## config.mk

```make
export PLATFORM = sky130hd
export DESIGN_NAME = ubx_nav_receiver
export DESIGN_NICKNAME = d
export VERILOG_FILES = /design/src/rtl/ubx_pkg.sv /design/src/rtl/ubx_fletcher8.sv /design/src/rtl/ubx_nav_receiver.sv
export SDC_FILE = /design/constraint.sdc
export NUM_CORES = 1
export LEC_CHECK = 0
export BUFFER_PORTS_ARGS = -buffer_cell sky130_fd_sc_hd__buf_2
export CELL_PAD_IN_SITES_DETAIL_PLACEMENT = 1
export CELL_PAD_IN_SITES_GLOBAL_PLACEMENT = 1
export CORE_MARGIN = 1
export CORE_UTILIZATION = 40
export CTS_CLUSTER_DIAMETER = 60
export DETAILED_ROUTE_END_ITERATION = 7
export PLACE_DENSITY_LB_ADDON = 0.1
export SYNTH_ARGS = -nofsm -noshare
export SYNTH_HDL_FRONTEND = slang
export SYNTH_SLANG_ARGS = --single-unit
```

## constraint.sdc

```tcl
create_clock -name clk -period 18.5 [get_ports clk]
set_input_delay 0.925 -clock clk [delete_from_list [all_inputs] [get_ports clk]]
set_output_delay 0.925 -clock clk [all_outputs]
set_load 0.02 [all_outputs]
```

## src/rtl/ubx_pkg.sv

```systemverilog
// Shared UBX protocol constants, NAV field offsets and receiver state encoding.
package ubx_pkg;

  localparam logic [7:0]  UBX_SYNC_1 = 8'hB5;
  localparam logic [7:0]  UBX_SYNC_2 = 8'h62;
  localparam logic [7:0]  CLS_NAV    = 8'h01;
  localparam logic [7:0]  ID_POSLLH  = 8'h02;
  localparam logic [7:0]  ID_VELNED  = 8'h12;

  localparam logic [15:0] LEN_POSLLH = 16'd28;
  localparam logic [15:0] LEN_VELNED = 16'd36;

  localparam logic [15:0] OFF_ITOW   = 16'd0;
  localparam logic [15:0] OFF_LON    = 16'd4;
  localparam logic [15:0] OFF_LAT    = 16'd8;
  localparam logic [15:0] OFF_HEIGHT = 16'd12;
  localparam logic [15:0] OFF_GSPEED = 16'd20;

  typedef enum logic [3:0] {
    ST_IDLE,
    ST_SYNC2,
    ST_CLASS,
    ST_ID,
    ST_LEN_L,
    ST_LEN_H,
    ST_PAYLOAD,
    ST_CK_A,
    ST_CK_B
  } state_t;

  typedef struct packed {
    logic [31:0] itow;
    logic [31:0] lon;
    logic [31:0] lat;
    logic [31:0] height;
  } pos_t;

  // All NAV fields are 4-byte aligned, so a word compare selects the field.
  function automatic logic in_field(input logic [15:0] idx, input logic [15:0] off);
    return idx[15:2] == off[15:2];
  endfunction

endpackage

```

## src/rtl/ubx_fletcher8.sv

```systemverilog
// Fletcher-8 running checksum; ck_a/ck_b include every byte enabled before the current edge.
// No backpressure: one byte per en strobe, clr has priority over en.
module ubx_fletcher8 (
  input  logic       clk,
  input  logic       rst,
  input  logic       clr,
  input  logic       en,
  input  logic [7:0] din,
  output logic [7:0] ck_a,
  output logic [7:0] ck_b
);

  always_ff @(posedge clk or posedge rst) begin
    if (rst) begin
      ck_a <= '0;
      ck_b <= '0;
    end else if (clr) begin
      ck_a <= '0;
      ck_b <= '0;
    end else if (en) begin
      ck_a <= ck_a + din;
      ck_b <= ck_b + ck_a + din;
    end
  end

endmodule

```

## src/rtl/ubx_nav_receiver.sv

```systemverilog
// UBX NAV-POSLLH / NAV-VELNED stream decoder; outputs and valid pulses update one cycle after CK_B.
// No backpressure: every rx_new byte is consumed; bad or oversize frames only bump the error counters.
module ubx_nav_receiver
  import ubx_pkg::*;
#(
  parameter int MAX_PAYLOAD    = 256,
  parameter int TIMEOUT_CYCLES = 1000000,
  parameter int CNT_W          = 16
) (
  input  logic             clk,
  input  logic             rst,
  input  logic [7:0]       rx_data,
  input  logic             rx_new,
  output logic [31:0]      itow,
  output logic [31:0]      lon,
  output logic [31:0]      lat,
  output logic [31:0]      height,
  output logic [31:0]      ground_speed,
  output logic             pos_valid,
  output logic             vel_valid,
  output logic             in_frame,
  output logic [CNT_W-1:0] cks_err_cnt,
  output logic [CNT_W-1:0] drop_cnt
);

  localparam int          TW      = $clog2(TIMEOUT_CYCLES + 1);
  localparam logic [16:0] MAX_LEN = 17'(MAX_PAYLOAD);

  state_t        state;
  logic [7:0]    cls;
  logic [7:0]    id;
  logic [15:0]   len;
  logic [15:0]   idx;
  logic [TW-1:0] timer;
  logic          cka_ok;
  pos_t          pos_sh;
  pos_t          pos_q;
  logic [31:0]   gspeed_sh;

  logic [7:0]    ck_a;
  logic [7:0]    ck_b;
  logic          ck_clr;
  logic          ck_en;
  logic [15:0]   len_full;
  logic          is_pos;
  logic          is_vel;
  logic          is_known;
  logic [4:0]    bsel;

  assign ck_clr   = rx_new && (state == ST_SYNC2) && (rx_data == UBX_SYNC_2);
  assign ck_en    = rx_new && (state inside {ST_CLASS, ST_ID, ST_LEN_L, ST_LEN_H, ST_PAYLOAD});
  assign len_full = {rx_data, len[7:0]};
  assign is_known = (cls == CLS_NAV) && ((id == ID_POSLLH) || (id == ID_VELNED));
  assign is_pos   = (cls == CLS_NAV) && (id == ID_POSLLH) && (len == LEN_POSLLH);
  assign is_vel   = (cls == CLS_NAV) && (id == ID_VELNED) && (len == LEN_VELNED);
  assign bsel     = {idx[1:0], 3'b000};

  assign in_frame     = (state != ST_IDLE);
  assign itow         = pos_q.itow;
  assign lon          = pos_q.lon;
  assign lat          = pos_q.lat;
  assign height       = pos_q.height;

  ubx_fletcher8 u_cks (
    .clk  (clk),
    .rst  (rst),
    .clr  (ck_clr),
    .en   (ck_en),
    .din  (rx_data),
    .ck_a (ck_a),
    .ck_b (ck_b)
  );

  function automatic logic [CNT_W-1:0] sat_inc(input logic [CNT_W-1:0] v);
    return (&v) ? v : v + CNT_W'(1);
  endfunction

  always_ff @(posedge clk or posedge rst) begin
    if (rst) begin
      state        <= ST_IDLE;
      cls          <= '0;
      id           <= '0;
      len          <= '0;
      idx          <= '0;
      timer        <= '0;
      cka_ok       <= 1'b0;
      pos_sh       <= '0;
      pos_q        <= '0;
      gspeed_sh    <= '0;
      ground_speed <= '0;
      pos_valid    <= 1'b0;
      vel_valid    <= 1'b0;
      cks_err_cnt  <= '0;
      drop_cnt     <= '0;
    end else begin
      pos_valid <= 1'b0;
      vel_valid <= 1'b0;
      if (rx_new) begin
        timer <= '0;
        case (state)
          ST_IDLE: if (rx_data == UBX_SYNC_1) state <= ST_SYNC2;
          ST_SYNC2: begin
            if (rx_data == UBX_SYNC_2)      state <= ST_CLASS;
            else if (rx_data != UBX_SYNC_1) state <= ST_IDLE;
          end
          ST_CLASS: begin
            cls   <= rx_data;
            state <= ST_ID;
          end
          ST_ID: begin
            id    <= rx_data;
            state <= ST_LEN_L;
          end
          ST_LEN_L: begin
            len[7:0] <= rx_data;
            state    <= ST_LEN_H;
          end
          ST_LEN_H: begin
            len[15:8] <= rx_data;
            idx       <= '0;
            if ({1'b0, len_full} > MAX_LEN) begin
              state    <= ST_IDLE;
              drop_cnt <= sat_inc(drop_cnt);
            end else if (len_full == 16'd0) begin
              state <= ST_CK_A;
            end else begin
              state <= ST_PAYLOAD;
            end
          end
          ST_PAYLOAD: begin
            // Shadows may be overwritten by a frame that later fails; outputs copy only on success.
            if (is_pos) begin
              if (in_field(idx, OFF_ITOW))   pos_sh.itow[bsel +: 8]   <= rx_data;
              if (in_field(idx, OFF_LON))    pos_sh.lon[bsel +: 8]    <= rx_data;
              if (in_field(idx, OFF_LAT))    pos_sh.lat[bsel +: 8]    <= rx_data;
              if (in_field(idx, OFF_HEIGHT)) pos_sh.height[bsel +: 8] <= rx_data;
            end
            if (is_vel && in_field(idx, OFF_GSPEED)) gspeed_sh[bsel +: 8] <= rx_data;
            if (idx == len - 16'd1) state <= ST_CK_A;
            else                    idx   <= idx + 16'd1;
          end
          ST_CK_A: begin
            cka_ok <= (rx_data == ck_a);
            state  <= ST_CK_B;
          end
          ST_CK_B: begin
            state <= ST_IDLE;
            if (!cka_ok || (rx_data != ck_b)) begin
              cks_err_cnt <= sat_inc(cks_err_cnt);
            end else if (is_pos) begin
              pos_q     <= pos_sh;
              pos_valid <= 1'b1;
            end else if (is_vel) begin
              ground_speed <= gspeed_sh;
              vel_valid    <= 1'b1;
            end else if (is_known) begin
              drop_cnt <= sat_inc(drop_cnt);
            end
          end
          default: state <= ST_IDLE;
        endcase
      end else if (state != ST_IDLE) begin
        if (timer == TW'(TIMEOUT_CYCLES - 1)) begin
          state    <= ST_IDLE;
          timer    <= '0;
          drop_cnt <= sat_inc(drop_cnt);
        end else begin
          timer <= timer + TW'(1);
        end
      end
    end
  end

endmodule

```

Yosys cells after proc, flatten, opt, wreduce, memory -nomap -nowiden
Index checks and enable logic that the tools add are counted.
- bits in registers: 443
- latch bits: 0
- memory bits (writable): 0
- bits in read-only memories: 0
- input bits: 11
- logic and storage cells: 155
- memories: 0
- add/subtract/negate cells: 9
- multiply operators: 0
- div/mod/pow operators: 0
- order comparisons: 1
- eq/ne operators: 34
- shifts and indexed selects: 2
- multiplexer cells: 43
- bitwise operators: 3
- reductions and logical operators: 39
- operators by type and width (operator ; number):
    bitwise mux 32 bit ; 5
    2-to-1 mux 16 bit ; 10
    case mux 16 bit (2 select lines) ; 2
    2-to-1 mux 20 bit ; 3
    adder 16 x 1 -> 16 bit, second input constant ; 3
    2-to-1 mux 8 bit ; 4
    case mux 4 bit (8 select lines) ; 1
    AND reduction 16 bit ; 2
    variable shift 8 x 7 -> 32 bit, first input constant ; 1
    variable part select 8 x 7 -> 32 bit ; 1
    == test 14 x 2 -> 1 bit, second input constant ; 2
    2-to-1 mux 4 bit ; 7
    adder 8 bit ; 3
    AND reduction 4 bit ; 6
    adder 20 x 1 -> 20 bit, second input constant ; 1
    == test 20 bit, second input constant ; 1
    == test 16 bit ; 1
    == test 16 x 5 -> 1 bit, second input constant ; 1
    == test 16 x 6 -> 1 bit, second input constant ; 1
    == test 4 x 3 -> 1 bit, second input constant ; 4
    greater-than comparator 16 x 9 -> 1 bit, second input constant ; 1
    logical NOT 16 bit ; 1
    subtractor 16 x 1 -> 16 bit, second input constant ; 1
    inequality test 3 bit, second input constant ; 5
    33 further kinds ; 64

Logic depth before layout (Yosys ltp)
- depth after elaboration: 9
- mapped depth: 12
- mapped depth without buffers: 11

By module
A second synthesis with hierarchy kept.
- cells, all modules: 1675
- area, all modules: 19062.0 µm²
- modules (own cells, without submodules) (module ; instances ; cells each ; area an instance (µm²) ; sequential area each (µm²)):
    ubx_nav_receiver ; 1 ; 1541 ; 17727.0 ; 10685.2
    ubx_fletcher8 ; 1 ; 134 ; 1335.0 ; 400.4

Worst setup path after synthesis
Ideal clock, no wire load.
- path kind: in2reg
- from: in rx_data[1]
- to: reg u_cks.ck_b[7]
- setup time: 129 ps
- data arrival time: 3045 ps
- slack: 15326 ps
- stages: 11
- path buffers: 0
- cell sequence: fa_1 ha_1 fa_1 a21o_1 a21oi_1 o21bai_1 a21oi_1 xor2_1 nor2_1 o21ai_0 o21ai_0
- cells in the longest elaborated chain, start to end: 3
- elaborated cells on any way between the ends: 6
- those cells by class: 1 x add/sub; 1 x eq/ne; 2 x mux; 2 x reduce/logical
- ends and longest elaborated chain (item ; line ; RTL):
    start, declared ; ubx_nav_receiver.sv:12 ; input logic [7:0] rx_data,
    adder 8 bit or == test 8 x 7 -> 1 bit (tied branches) ; ubx_fletcher8.sv:22, ubx_nav_receiver.sv:50 ;
    2-to-1 mux 8 bit or logical AND 1 bit (tied branches) ; ubx_fletcher8.sv:20, ubx_nav_receiver.sv:50 ;
    2-to-1 mux 8 bit or nonzero test 2 bit (tied branches) ; n/a ;
    end signal, assigned ; ubx_fletcher8.sv:22 ; ck_b <= ck_b + ck_a + din;
    end, declared ; ubx_fletcher8.sv:10 ; output logic [7:0] ck_b
Parallel ways exist; a longest one is shown, timed or not. The select of a mux whose other input is x is not followed.
A chain may end at the register's enable or synchronous reset.

Worst setup path after layout
- from: in rx_data[5]
- to: reg lon[26] (netlist name)
- cells in the longest elaborated chain, start to end: 4
- ends and longest elaborated chain (item ; line ; RTL):
    inequality test 8 bit ; ubx_nav_receiver.sv:148 ; if (!cka_ok || (rx_data != ck_b)) begin
    logical OR 1 bit ; ubx_nav_receiver.sv:148 ;
    inverter 1 bit (no source line) ; n/a ;
    AND reduction 4 bit (no source line) ; n/a ;
Every way passes these cells.

==> run_results.csv <==
group,metric,value,unit
synthesis,synthFlopType,"dfrtp_1",
synthesis,synth_top_area_share,57.7,%
synthesis,yosysTopAreaCell,"dfrtp_1",
critical_path,reg2reg_depth,8,
sta,layout_min_cycle_time,4160,ps
critical_path,timing.critical_path.mode_cell,"nand2_1",
power_and_ir_drop,switching_share,26.4,%
detailed_routing,viasPerCell,5.25,
synthesis,synth.avg_cell_area,9.67,um2
layout,layout.cells.most_common_list,"nand2_1, dfrtp_1, buf_2",
synthesis,synthesis.area,0.0192,mm2
die,num_rows,79,
power_and_ir_drop,switching_power,599,uW
placed_design,dpl.hpwl,37300,um
synthesis,yosysSeqAreaShare,57.7,%
detailed_routing,drc_errors,0,
cts,cts_buffer_depth,3,
global_route,grt_util_all_layers,22.9,%
layout,antennaDiodeCount,0,
power_and_ir_drop,power,2.27,mW
critical_path,cpLargestDelayFamily,"simple AND/OR/NAND/NOR gates",
sta,fin_skew,20.0,ps
detailed_routing,dr.pass1.iters,4,
critical_path,cp.arrival,4630,ps
run_status,outcome,"completed",
power_and_ir_drop,irDropWorstVdd,0.0673,mV
power_and_ir_drop,p_int,1.67,mW
sta,whs,398,ps
sta,worst_pin_slew,1320,ps
sta,finalHoldViolCount,0,
detailed_routing,wl_per_cell,19.6,um
critical_path,crit_chain,"buf_2, ha_1, nor4_1, nand3_1, nor3_1, nand2_4, buf_4, nand2_1, nand2_1",
power_and_ir_drop,comb_power_share,11.8,%
critical_path,cpMaxStageDelayCell,"nor4_1",
sta,setup_viol,0,
die,die_area,0.0489,mm2
die,die-width,221,um
layout,final_common_cell,"nand2_1",
worst_hold_path,hp-class,"primary input to async pin",
cts,ctsResizeCount,0,
power_and_ir_drop,power_density,102,mW/mm2
global_route,grt_overflow,0,
critical_path,r2r-end,"lon[26]$_DFFE_PP0P_",
synthesis,synth.area.top_cells,"dfrtp_1, nand2_1, o21ai_0",
layout,final_util,47.5,%
cts,htreeDepth,2,
placed_design,placed_area,0.0207,mm2
cts,cts_tree,"done",
global_route,grt_first_pass_wirelength,88600,um
synthesis,synth_cell_types,69,
die,ioPinCount,206,
sta,timing.slew.headroom,11.4,%
cts,cts_setup_buffers,0,
global_route,grt_max_degree,103,
power_and_ir_drop,seqPwrFrac,45.7,%
critical_path,cp.required,18970,ps
sta,tns,0,ps
sta,rsz0062_at_grt,"no",
flow_run,maxCapViolCount,0,
critical_path,worst_path_largest_cell_delay,590,ps
placed_design,place.gp.congestion,0.873,
layout,syn_to_final_growth,15.9,%
synthesis,synthArstFlopShare,100,%
placed_design,io_buffers,205,
critical_path,cp_max_fo,102,
layout,drive_gt1_share,17.1,%
synthesis,ys_warn_count,0,
synthesis,synth_edf_count,0,
die,start_util,40.9,%
detailed_routing,wl,54800,um
synthesis,syn-instance-count,1987,
layout,multi_input_area,0.00757,mm2
detailed_routing,antenna_left,0,
layout,nFillCells,5349,
critical_path,r2r_setup_slack,14550,ps
cts,cts_buffers,51,
layout,final-seq-area,0.0111,mm2
critical_path,cp-start-kind,"primary input",
sta,slew_violations,0,
synthesis,syn_nets,2037,
cts,root_buffer,"clkbuf_16",
global_route,antenna_found_initial,3,
power_and_ir_drop,p_leak,11.5,nW
cts,clk_latency,590,ps
cts,path_clk_slew,60,ps
die,fp.dieH,221,um
power_and_ir_drop,clkPwrFrac,42.5,%
die,coreArea,0.0470,mm2
detailed_routing,drt_iter0_drc,739,
sta,post-route-period-util,22.5,%
critical_path,critPathBufInv,2,
layout,nets,2206,
layout,finalInstanceArea,0.0223,mm2
critical_path,critical_path_class,"primary input to register",
cts,clkSinkCount,443,
detailed_routing,vias,14700,
synthesis,synth-seq-cells,443,
critical_path,reg2reg_from,"state[0]$_DFFE_PP0P_",
cts,ctsHoldBuffers,0,
sta,fmax,240,MHz
global_route,grt_pass1_vias,15400,
critical_path,crit_path_end_kind,"register",
-- per-layer routing --
metal  routed length (um)  global-route usage (%)
met5                   18                       0
met3                 1790                    3.25
met2                25600                    36.5
met1                26000                    32.4
met4                 1370                    6.90
-- flip-flops by register name, summed over array words and instances (netlist names), 8 cells and up --
name,cells
pos_sh,128
ground_speed,32
gspeed_sh,32
height,32
itow,32
lat,32
lon,32
timer,20
cks_err_cnt,16
drop_cnt,16
idx,16
len,16
cls,8
id,8
u_cks.ck_a,8
u_cks.ck_b,8
-- synthesized netlist by cell type, drive strengths merged (8+ instances only) --
master and n:
nor2 54, xor2 34, dfrtp 443, fa 9
nand3 58, and2 14, buf 27, nor4 16
xnor2 48, ha 30, mux2 43, nor3 21
a31o 8, a21oi 26, and3 20, o21ai 197
nand4 22, or3 12, inv 42, nand2 696
clkbuf 73
-- stage by stage --
| step | setup WS (ps) | instances |
|---|---|---|
| 5_1_grt | 14240 | 2794 |
| 2_1_floorplan | 5230 | 1987 |
| 3_3_place_gp | 13970 | 2710 |
| 6_report | 14340 | 2794 |
| 4_1_cts | 14480 | 2794 |
| 3_5_place_dp | 13850 | 2710 |
-- layout make-up --
type | count | share of cell area (%)
clock buffers | 69 | 6.58
clock inverters | 15 | 0.545
inverters | 42 | 0.741
multi-input cells | 1402 | 34.0
flip-flops and latches | 443 | 49.8
well taps | 607 | 3.41
repair buffers | 216 | 4.98
-- kinds of logic (layout without fill, tap and decap cells) --
kind of cell	after synthesis	after routing	share of synthesized area, %
adders and majority gates	39	39	2.89
DFF	443	443	57.7
and+or+nand+nor	961	961	21.9
muxes	46	46	2.68
xor gates and xnor gates	82	82	3.74
buffers and inverters	142	342	3.12
AOI/OAI and AO/OA	274	274	7.98
-- power by group through the flow --
stage	Sequential [mW]	Combinational [mW]	Clock (mW)
2_1_floorplan	1.04	0.209	0
3_5_place_dp	1.05	0.269	0
6_report	1.04	0.268	0.964
4_1_cts	1.04	0.271	0.989
5_1_grt	1.04	0.301	1.03
3_3_place_gp	1.05	0.258	0
-- how the worst max path moves through the flow --
stage | slack [ps] | start | cells after the start | endpoint
after CTS | 14480 | rx_data[5] | 9 | lon[26]$_DFFE_PP0P_
after global placement | 13970 | rx_data[5] | 9 | itow[25]$_DFFE_PP0P_
final | 14340 | rx_data[5] | 9 | lon[26]$_DFFE_PP0P_
after global routing | 14240 | rx_data[5] | 9 | lon[26]$_DFFE_PP0P_
after detailed placement | 13850 | rx_data[5] | 9 | lon[26]$_DFFE_PP0P_
after floorplan | 5230 | rst | 1 | cka_ok$_DFFE_PP0P_
No activity file was read; power rests on OpenSTA's default activity.
